--- src/rtl/bin_to_bcd4.sv ---
// bin_to_bcd4: shift-and-add-3 binary to 4-digit BCD, one bit per clock.
// Ports: clk_50mhz, reset (async, active-low), bin_in/bin_valid/bin_ready,
//        bcd1 (units)..bcd4 (thousands), overflow (saturated), done (pulse).
// Optional BIN2BCD_RATE_LIMIT_EN: at most one accept per UPDATE_DIV cycles.
module bin_to_bcd4 #(
  parameter int IN_W       = 14,
  parameter int UPDATE_DIV = 5000000
) (
  input  logic            clk_50mhz,
  input  logic            reset,
  input  logic [IN_W-1:0] bin_in,
  input  logic            bin_valid,
  output logic            bin_ready,
  output logic [3:0]      bcd1,
  output logic [3:0]      bcd2,
  output logic [3:0]      bcd3,
  output logic [3:0]      bcd4,
  output logic            overflow,
  output logic            done
);

  localparam logic [1:0] S_IDLE  = 2'd0;
  localparam logic [1:0] S_SHIFT = 2'd1;
  localparam logic [1:0] S_DONE  = 2'd2;

  localparam int CNT_W = $clog2(IN_W + 1);
  localparam logic [CNT_W-1:0] CNT_LOAD = CNT_W'(IN_W);
  localparam logic [CNT_W-1:0] CNT_LAST = CNT_W'(1);

  localparam logic [31:0] BCD_MAX = 32'd9999;
  // Only reachable when IN_W >= 14; truncation is harmless otherwise.
  localparam logic [IN_W-1:0] SAT_VAL = IN_W'(9999);

  logic [1:0]       state_q, state_d;
  logic [CNT_W-1:0] cnt_q, cnt_d;
  logic [IN_W-1:0]  bin_q, bin_d;
  logic [15:0]      bcd_q, bcd_d;
  logic             ovf_q, ovf_d;
  logic [15:0]      out_q, out_d;
  logic             ovf_out_q, ovf_out_d;

  logic             slot_open;
  logic             idle_or_done;
  logic             accept;
  logic             sat;
  logic [IN_W-1:0]  bin_cap;
  logic [3:0]       dig;
  logic [15:0]      bcd_adj;
  logic [15:0]      bcd_shift;

  assign idle_or_done = (state_q == S_IDLE) |
                        (state_q == S_DONE);
  assign bin_ready    = idle_or_done & slot_open;
  assign accept       = bin_valid & bin_ready;

  assign sat     = 32'(bin_in) > BCD_MAX;
  assign bin_cap = sat ? SAT_VAL : bin_in;

  // Add-3 correction on every digit >= 5, then
  // shift the binary MSB into the BCD LSB.
  always_comb begin
    dig     = '0;
    bcd_adj = '0;
    for (int i = 0; i < 4; i++) begin
      dig = bcd_q[4*i +: 4];
      bcd_adj[4*i +: 4] = (dig >= 4'd5) ? dig + 4'd3 : dig;
    end
    bcd_shift = (bcd_adj << 1) |
                {15'd0, bin_q[IN_W-1]};
  end

  always_comb begin
    state_d   = state_q;
    cnt_d     = cnt_q;
    bin_d     = bin_q;
    bcd_d     = bcd_q;
    ovf_d     = ovf_q;
    out_d     = out_q;
    ovf_out_d = ovf_out_q;
    unique case (1'b1)
      (state_q == S_SHIFT): begin
        bin_d = bin_q << 1;
        bcd_d = bcd_shift;
        cnt_d = cnt_q - 1'b1;
        if (cnt_q == CNT_LAST) begin
          state_d   = S_DONE;
          out_d     = bcd_shift;
          ovf_out_d = ovf_q;
        end
      end
      idle_or_done: begin
        if (accept) begin
          state_d = S_SHIFT;
          cnt_d   = CNT_LOAD;
          bin_d   = bin_cap;
          bcd_d   = '0;
          ovf_d   = sat;
        end else begin
          state_d = S_IDLE;
        end
      end
      default: begin
        state_d = S_IDLE;
      end
    endcase
  end

  always_ff @(posedge clk_50mhz or negedge reset) begin
    if (!reset) begin
      state_q   <= S_IDLE;
      cnt_q     <= '0;
      bin_q     <= '0;
      bcd_q     <= '0;
      ovf_q     <= 1'b0;
      out_q     <= '0;
      ovf_out_q <= 1'b0;
    end else begin
      state_q   <= state_d;
      cnt_q     <= cnt_d;
      bin_q     <= bin_d;
      bcd_q     <= bcd_d;
      ovf_q     <= ovf_d;
      out_q     <= out_d;
      ovf_out_q <= ovf_out_d;
    end
  end

`ifdef BIN2BCD_RATE_LIMIT_EN
  localparam int DIV_W =
    (UPDATE_DIV > 1) ? $clog2(UPDATE_DIV) : 1;
  localparam logic [DIV_W-1:0] DIV_LAST =
    DIV_W'(UPDATE_DIV - 1);

  logic [DIV_W-1:0] div_q, div_d;
  logic             slot_q, slot_d;
  logic             wrap;

  // A wrap opening a new slot wins over an
  // accept closing the current one.
  always_comb begin
    wrap   = (div_q == DIV_LAST);
    div_d  = wrap ? '0 : div_q + 1'b1;
    slot_d = slot_q;
    if (accept) slot_d = 1'b0;
    if (wrap)   slot_d = 1'b1;
  end

  always_ff @(posedge clk_50mhz or negedge reset) begin
    if (!reset) begin
      div_q  <= '0;
      slot_q <= 1'b1;
    end else begin
      div_q  <= div_d;
      slot_q <= slot_d;
    end
  end

  assign slot_open = slot_q;
`else
  assign slot_open = 1'b1;
`endif

  assign bcd1     = out_q[3:0];
  assign bcd2     = out_q[7:4];
  assign bcd3     = out_q[11:8];
  assign bcd4     = out_q[15:12];
  assign overflow = ovf_out_q;
  assign done     = (state_q == S_DONE);

endmodule

--- config.mk ---
export PLATFORM = sky130hd
export DESIGN_NAME = bin_to_bcd4
export DESIGN_NICKNAME = d
export VERILOG_FILES = /design/src/rtl/bin_to_bcd4.sv
export SDC_FILE = /design/constraint.sdc
export NUM_CORES = 1
export LEC_CHECK = 0
export ABC_AREA = 1
export CORE_MARGIN = 5
export CORE_UTILIZATION = 50
export CTS_CLUSTER_DIAMETER = 80
export CTS_CLUSTER_SIZE = 28
export DETAILED_ROUTE_END_ITERATION = 12
export GPL_TIMING_DRIVEN = 0
export PLACE_DENSITY = 0.76
export REMOVE_ABC_BUFFERS = 1
export SYNTH_ARGS = -nofsm -noshare
export SYNTH_HDL_FRONTEND = slang
export SYNTH_SLANG_ARGS = --single-unit
--- constraint.sdc ---
create_clock -name clk_50mhz -period 1.2 [get_ports clk_50mhz]
set_input_delay 0.12 -clock clk_50mhz [delete_from_list [all_inputs] [get_ports clk_50mhz]]
set_output_delay 0.12 -clock clk_50mhz [all_outputs]
set_load 0.005 [all_outputs]
==> reports/qor.txt, run 1 <==
=================================================================================
Crit path DAT                                                             1.59 ns
Ys flop type                                                              dfrtp_1
Status                                                               finished, violations left
Placed wire-length estimate after detailed placement                      3.79 mm
Diodes inserted                                                                 0
TritonCTS Buffers                                                               5
Final setup fails                                                              46
Worst Hold Class                                                     input port to asynchronous set/reset pin
Worst Path Required                                                       1.46 ns
I/O Buffers                                                                    35
Netlist area before placement                                          2790 sq um
Total Negative Setup Slacks                                              -3.38 ns
X dimension of the die                                                    84.8 um
Number of hold violations in the final report                                   0
Final setup skew                                                        0.0120 ns
RSZ-0062 raised after global routing                                          yes
Max-slew headroom                                                           0.633
Clock tree from TritonCTS                                                    done
Worst Tran Pin Value                                                     0.551 ns
Clk buf depth                                                                   2
Sort of element at the start of the critical path                            flop
IR drop worst, VDD                                                      0.00136 V
GRT overflow                                                                    0
Largest net degree at the start of global routing                              33
Num Clock Sinks                                                                54
Count of unique library cells instantiated by Yosys                            26
Die height                                                                84.8 um
Power Total                                                               11.4 mW
Total wirelength of the detailed-routed design                            7.63 mm
Final Instance Count excl. Fillers                                            499
Number of global-route vias before repair                                    2442
Placed inst area                                                       3140 sq um
Type of the worst setup path                                         flop to flop
Number of cells in the design after placement                                 438
Flip-flop and latch count after synthesis                                      54
Share of power burned in registers                                          0.287
Power density relative to cell area                                  2730 nW/um^2
Final weighted congestion in routability-driven placement                   0.819
Wire length of the first global-routing pass                              10.9 mm
Number of iterations in the first detailed-routing pass                         4
Number of synthesis warnings                                                    0
Source-to-sink clock delay at the later pin of the worst-skew pair        0.31 ns
Sequential area share after synthesis                                       0.484
Clock group share of total power                                            0.096
Post-route standard cell area excluding fillers                        4180 sq um
Max capacitance violation total                                                 0
Switching portion of total power                                            0.446
Antenna violations before repair                                                0
Number of nets in the layout                                                  453
P&R area growth vs syn                                                      49.6%
CTS HTree Levels                                                                2
Worst Setup End Kind                                                         flop
Logic pwr share                                                             0.617
Total die area                                                         7180 sq um
FILL cells                                                                    388
Effective utilization at floorplan                                          0.511
Number of flops mapped to enable cells by yosys                                 0
Number of max-slew violations in the final report                               0
Layout cell share with drive strength beyond 1                              0.419
Final setup slack of the worst path                                     -0.137 ns
Final period util                                                            1.11
ANT nets after route                                                            0
Fraction of registers with async set or reset after synthesis                1.00
Clock transition at path regs                                             0.10 ns
Row count                                                                      27
Cell internal power dissipation                                           6.32 mW
Ports placed on the boundary                                                   36
Post-Synthesis Mean Instance Area                                      8.17 sq um
Synthesized instance count                                                    342
CP max FO                                                                      22
Core Footprint                                                         5470 sq um
Static leakage power                                                      2.04 nW
Violations in the final reports                                      negative setup slack
Routed length per instance                                                15.3 um
Cell chosen for the clock root                                           clkbuf_8
Total global routing track utilization                                      0.185
Count of unresolved DRC violations after routing                                0
Time the final worst path needs with I/O delays and setup                 1.34 ns
Vias per inst                                                                5.19
Number of vias in the routed layout                                          2588
Sw Pwr                                                                    5.08 mW
Detailed Route Iter0 Violations                                               147
Max Clk Rate                                                            0.748 GHz
=================================================================================
## synthesized netlist by cell type, types with 2 or more instances
library cell  number  area, sq um
xor2_1             4         35.0
o21ai_2            8         70.1
buf_6              7         78.8
ha_1              10          125
buf_4              3         22.5
o22ai_1            3         18.8
or2_2              3         18.8
nand2_1          120          450
nor2_1            30          113
o21ai_0           16         80.1
dfrtp_1           54         1350
nand3_1           28          140
a21oi_1            4         20.0
nand2_4            2         22.5
inv_2              3         11.3
inv_1             35          131
buf_2              2         10.0
inv_4              2         12.5
## sequential cells by signal, indices dropped and copies added, names as in the netlist
signal    count
overflow      1
ovf_q         1
state_q       2
bin_q        14
cnt_q         4
bcd_q        16
out_q        16
## worst paths after layout
path	from	to	slack (ns)	cells past startpoint
setup / recovery	state_q[1]$_DFFE_PN0P_	out_q[1]$_DFFE_PN0P_	-0.14	7
hold / removal	reset	out_q[10]$_DFFE_PN0P_	0.32	2
setup reg to reg	state_q[1]$_DFFE_PN0P_	out_q[1]$_DFFE_PN0P_	-0.14	7
hold reg to reg	out_q[13]$_DFFE_PN0P_	out_q[13]$_DFFE_PN0P_	0.49	2
max in group asynchronous	reset	state_q[0]$_DFFE_PN0P_	0.31	3
min in group clk_50mhz	bin_in[7]	bin_q[7]$_DFFE_PN0P_	0.39	3
## power groups by stage
| stage | clock network (mW) | logic [mW] | registers [mW] |
|---|---|---|---|
| 2_1_floorplan | 0 | 2.82 | 3.13 |
| 3_3_place_gp | 0 | 3.92 | 3.18 |
| 3_5_place_dp | 0 | 4.07 | 3.21 |
| 4_1_cts | 1.10 | 5.27 | 3.16 |
| 5_1_grt | 1.17 | 7.69 | 3.36 |
| 6_report | 1.09 | 7.04 | 3.27 |
## stage by stage
stage | setup WS [ns] | hold WS [ns] | util
finish | -0.137 | 0.317 | 0.764
global route | -0.182 | 0.366 | 0.764
CTS | -0.137 | 0.332 | 0.667
detailed placement | -0.940 | 0.131 | 0.573
global placement | -1.66 | 0.454 | 0.571
floorplan | -0.324 | -0.176 | -
## cell type report
type | instances | area, sq um | area share
clock buffers | 6 | 82.6 | 0.0198
repair buffers | 82 | 761 | 0.182
well taps | 72 | 90.1 | 0.0216
flip-flops and latches | 54 | 1350 | 0.324
clock inverters | 2 | 12.5 | 0.00299
repair inverters | 2 | 20.0 | 0.00479
multi-input cells | 241 | 1660 | 0.398
inverters | 40 | 198 | 0.0473
## worst max-delay path: stages, from the launching register on
cell,delay (ns)
dfrtp_1,0.39
inv_2,0.17
nand2_8,0.12
inv_12,0.17
nand2_8,0.09
clkinv_8,0.10
nand3_1,0.12
nand2_2,0.09
## what timing repair did
item | CTS | global route
hold buffers | 1 | 0
setup buffers | 31 | 14
gates cloned | 1 | 6
endpoints found under the setup margin | 71 | 51
resized for setup | 93 | 87
endpoints found under the hold margin | 22 | 0
pin swaps | 12 | 30
## placed cells by master (no fill, tap or decap), types with 8 or more instances in the layout
cell	count
nand2_2	33
inv_1	23
dfrtp_1	53
nor2_1	16
clkdlybuf4s50_1	15
nor2_4	8
o21ai_2	10
dlygate4sd2_1	17
nand2_1	83
buf_4	35
nand3_1	20
inv_2	12
## cells by family after synthesis
logic type | share of synthesized area
AND/OR/NAND/NOR | 0.278
flip-flops | 0.484
buffers and inverters | 0.0954
AO/OA/AOI/OAI | 0.0824
adder cells (fa/ha/maj) | 0.0448
XOR/XNOR | 0.0125
multiplexers | 0.00358
## routing by layer
layer | GRT usage | vias to the layer above | routed length, um
met1 | 0.231 | 1254 | 3180
li1 | - | 1243 | -
met5 | 0 | - | 0
met3 | 0.0324 | 16 | 387
met2 | 0.325 | 75 | 3900
met4 | 0.0561 | 0 | 167
Note: power is estimated with default switching activity, not from simulation.
==> inputs of run 2 (changes only) <==
--- a/config.mk
+++ b/config.mk
@@ -5,14 +5,13 @@
 export SDC_FILE = /design/constraint.sdc
 export NUM_CORES = 1
 export LEC_CHECK = 0
-export ABC_AREA = 1
 export CORE_MARGIN = 5
-export CORE_UTILIZATION = 50
+export CORE_UTILIZATION = 49
 export CTS_CLUSTER_DIAMETER = 80
 export CTS_CLUSTER_SIZE = 28
 export DETAILED_ROUTE_END_ITERATION = 12
 export GPL_TIMING_DRIVEN = 0
-export PLACE_DENSITY = 0.76
+export PLACE_DENSITY = 0.75
 export REMOVE_ABC_BUFFERS = 1
 export SYNTH_ARGS = -nofsm -noshare
 export SYNTH_HDL_FRONTEND = slang
==> run 2 against run 1 <==
  * The run still ends with negative setup slack left
  * Highest routed layer unchanged
  * Count of clock-buffer cells in the layout decreased by 1
  * Routed wire length grew 5.2%
  * Non-clock buffer count up 19
==> reports/qor.txt, run 2 <==
=====================================================================================
CTS HTree Levels                                                                    2   unchanged
Top library cells by usage in the layout, fill and taps aside            dfrtp_1 (51), buf_4 (43), dlygate4sd2_1 (19), buf_6 (19), nand2_1 (17)
Number of cells traversed by the worst register-to-register path                    6   -1
Wire length of the first global-routing pass                                  12.3 mm   +13%
Number of flops mapped to enable cells by yosys                                     0   unchanged
I/O Buffers                                                                        35   unchanged
Number of max-slew violations in the final report                                   0   unchanged
P&R area growth vs syn                                                          55.2%
Ports placed on the boundary                                                       36   unchanged
Most frequently used cell type in the post-synthesis netlist                  dfrtp_1
Ys flop type                                                                  dfrtp_1
Die height                                                                    84.7 um   about the same
Number of global-route vias before repair                                        2447   +0.20%
Num Clock Sinks                                                                    54   unchanged
Cell internal power dissipation                                               6.75 mW   +6.9%
Worst Tran Pin Value                                                         0.605 ns   +0.0542 ns
Total wirelength of the detailed-routed design                                8.03 mm   +5.2%
Registers with the most flip-flops                                       bcd_q x16, out_q x16, bin_q x14
ANT nets after route                                                                0   unchanged
Met1 wire length                                                              3.22 mm   +1.3%
Placed inst area                                                           3100 sq um   -1.2%
Max capacitance violation total                                                     0   unchanged
Time the final worst path needs with I/O delays and setup                     1.55 ns   +0.217 ns
Layout cell share with drive strength beyond 1                                  0.490   +0.0708
Clock group share of total power                                                0.115   +0.019
Vias per inst                                                                    5.67   +9.4%
Routed met3 length                                                             446 um   +15%
Max-slew headroom                                                               0.596   -0.0362
Share of power burned in registers                                              0.321   +0.034
FILL cells                                                                        347   -11%
Source-to-sink clock delay at the later pin of the worst-skew pair            0.33 ns   +0.02 ns
Number of synthesis warnings                                                        0   unchanged
Top cells by count, synth                                                dfrtp_1 (54), nand2_1 (23), o21ai_0 (21), a21oi_1 (12), inv_1 (12)
Number of cells in the design after placement                                     344   -21%
Status                                                                   finished, violations left
Power density relative to cell area                                      2580 nW/um^2   -5.3%
Worst Hold Class                                                         input port to flop
Total Negative Setup Slacks                                                 -12.44 ns   -9.06 ns
Worst hold stages                                                                   3
Power Total                                                                   11.0 mW   -3.9%
Detailed Route Iter0 Violations                                                   200   +36%
Final Instance Count excl. Fillers                                                421   -16%
Fraction of synthesized cell area taken by the top area cell type               0.494   +0.0106
Sort of element at the start of the critical path                                flop
X dimension of the die                                                        84.7 um   about the same
Worst Setup End Kind                                                             flop
Final weighted congestion in routability-driven placement                       0.802   -2.1%
CP max FO                                                                           6   -73%
Worst Path Required                                                           1.40 ns   -0.06 ns
Logic pwr share                                                                 0.565   -0.052
Number of vias in the routed layout                                              2388   -7.7%
RSZ-0062 raised after global routing                                              yes
Netlist area before placement                                              2730 sq um   -2.1%
Row count                                                                          27   unchanged
IR drop worst, VDD                                                          0.00140 V   +3.0%
TritonCTS Buffers                                                                   5   unchanged
Length of routed met2 wiring                                                  4.17 mm   +6.9%
Number of nets in the layout                                                      376   -17%
Clock tree from TritonCTS                                                        done
Core Footprint                                                             5470 sq um   unchanged
Place WS                                                                    -0.969 ns   -0.0286 ns
Antenna violations before repair                                                    0   unchanged
Cell chosen for the clock root                                               clkbuf_8
Flip-flop and latch count after synthesis                                          54   unchanged
Uppermost layer routed                                                           met4
Crit path DAT                                                                 1.75 ns   +0.16 ns
Final setup skew                                                            0.0237 ns   +0.0118 ns
Area contributors post-synth                                             dfrtp_1 (49%), ha_1 (4.6%), o21ai_0 (3.8%), mux2_2 (3.7%), nand2_1 (3.2%)
Post-route standard cell area excluding fillers                            4240 sq um   +1.5%
Dominant cell type by area after synthesis                                    dfrtp_1
Placed wire-length estimate after detailed placement                          3.65 mm   -3.6%
Final period util                                                                1.30   +0.181
Count of unresolved DRC violations after routing                                    0   unchanged
Final setup fails                                                                  55   +20%
Clk buf depth                                                                       2   unchanged
Static leakage power                                                          1.87 nW   -8.5%
Effective utilization at floorplan                                              0.500   -0.0110
Violations in the final reports                                          negative setup slack
Count of unique library cells instantiated by Yosys                                38   +46%
Max Clk Rate                                                                0.643 GHz   -14%
Largest net degree at the start of global routing                                  31   -6.1%
Most frequent standard cell in the layout excluding fill and tap cells        dfrtp_1
Fraction of registers with async set or reset after synthesis                    1.00   unchanged
Sw Pwr                                                                        4.20 mW   -17%
Post-Synthesis Mean Instance Area                                          11.1 sq um   +35%
Number of hold violations in the final report                                       0   unchanged
Total global routing track utilization                                          0.215   +0.0305
Diodes inserted                                                                     0   unchanged
Sequential area share after synthesis                                           0.494   +0.0106
Worst hold slack                                                             0.212 ns   -0.105 ns
Flip-flop and latch area                                                   1360 sq um   +0.37%
Routed length per instance                                                    19.1 um   +25%
Final setup slack of the worst path                                         -0.354 ns   -0.217 ns
Number of iterations in the first detailed-routing pass                             4   unchanged
Clock transition at path regs                                                 0.09 ns   about the same
GRT overflow                                                                        0   unchanged
Area of combinational cells with multiple inputs                           1700 sq um   +2.0%
Type of the worst setup path                                             flop to flop
Total die area                                                             7170 sq um   -0.13%
Switching portion of total power                                                0.383   -0.0621
Synthesized instance count                                                        247   -28%
Util after Layout                                                               0.775   +0.0117
=====================================================================================
[run 2: cell families after synthesis]
family                     after synthesis  synth area share
xor gates and xnor gates                 5            0.0160
and+or+nand+nor                         68             0.141
DFF                                     54             0.494
adders and majority gates               10            0.0458
AOI/OAI and AO/OA                       64             0.157
muxes                                   22            0.0938
buffers and inverters                   24            0.0526
[run 2: power by group through the flow]
stage / Sequential, mW / Combinational, mW / Clock [mW]
after floorplan: 3.28 / 2.36 / 0
after global placement: 3.39 / 3.39 / 0
after detailed placement: 3.42 / 3.54 / 0
after CTS: 3.41 / 5.14 / 1.25
after global routing: 3.62 / 6.69 / 1.35
final: 3.51 / 6.19 / 1.26
[run 2: critical path: stages (launching register included)]
cell	delay [ns]
dfrtp_1	0.40
inv_2	0.08
ha_4	0.11
nor3b_4	0.26
nand2_4	0.16
inv_8	0.13
mux2_4	0.30
[run 2: path summary, 6_finish.rpt]
kind | from | endpoint | slack, ns
max | cnt_q[1]$_DFFE_PN0P_ | out_q[5]$_DFFE_PN0P_ | -0.35
min | bin_in[13] | ovf_q$_DFFE_PN0P_ | 0.21
max reg2reg | cnt_q[1]$_DFFE_PN0P_ | out_q[5]$_DFFE_PN0P_ | -0.35
min reg2reg | ovf_q$_DFFE_PN0P_ | ovf_q$_DFFE_PN0P_ | 0.51
max in group asynchronous | reset | state_q[0]$_DFFE_PN0P_ | 0.25
min in group asynchronous | reset | out_q[10]$_DFFE_PN0P_ | 0.34
[run 2: area by class of cell]
class	instances	share of cell area
Sequential cell	54	0.320
Timing Repair inverter	1	0.00265
Tap cell	72	0.0212
Timing Repair Buffer	101	0.217
Multi-Input combinational cell	173	0.400
Clock buffer	5	0.0162
Clock inverter	2	0.00914
Inverter	13	0.0139
[run 2: what timing repair did]
action,CTS,global route
hold endpoints to repair,24,0
setup endpoints to repair,73,56
resized for setup,124,47
gates cloned,5,0
buffers inserted,46,23
hold buffers,1,0
pin swaps,36,27
[run 2: metal layers]
| metal | global-route usage | vias to the layer above |
|---|---|---|
| li1 | - | 1091 |
| met1 | 0.263 | 1191 |
| met2 | 0.373 | 84 |
| met3 | 0.0353 | 22 |
| met4 | 0.0921 | 0 |
| met5 | 0 | - |
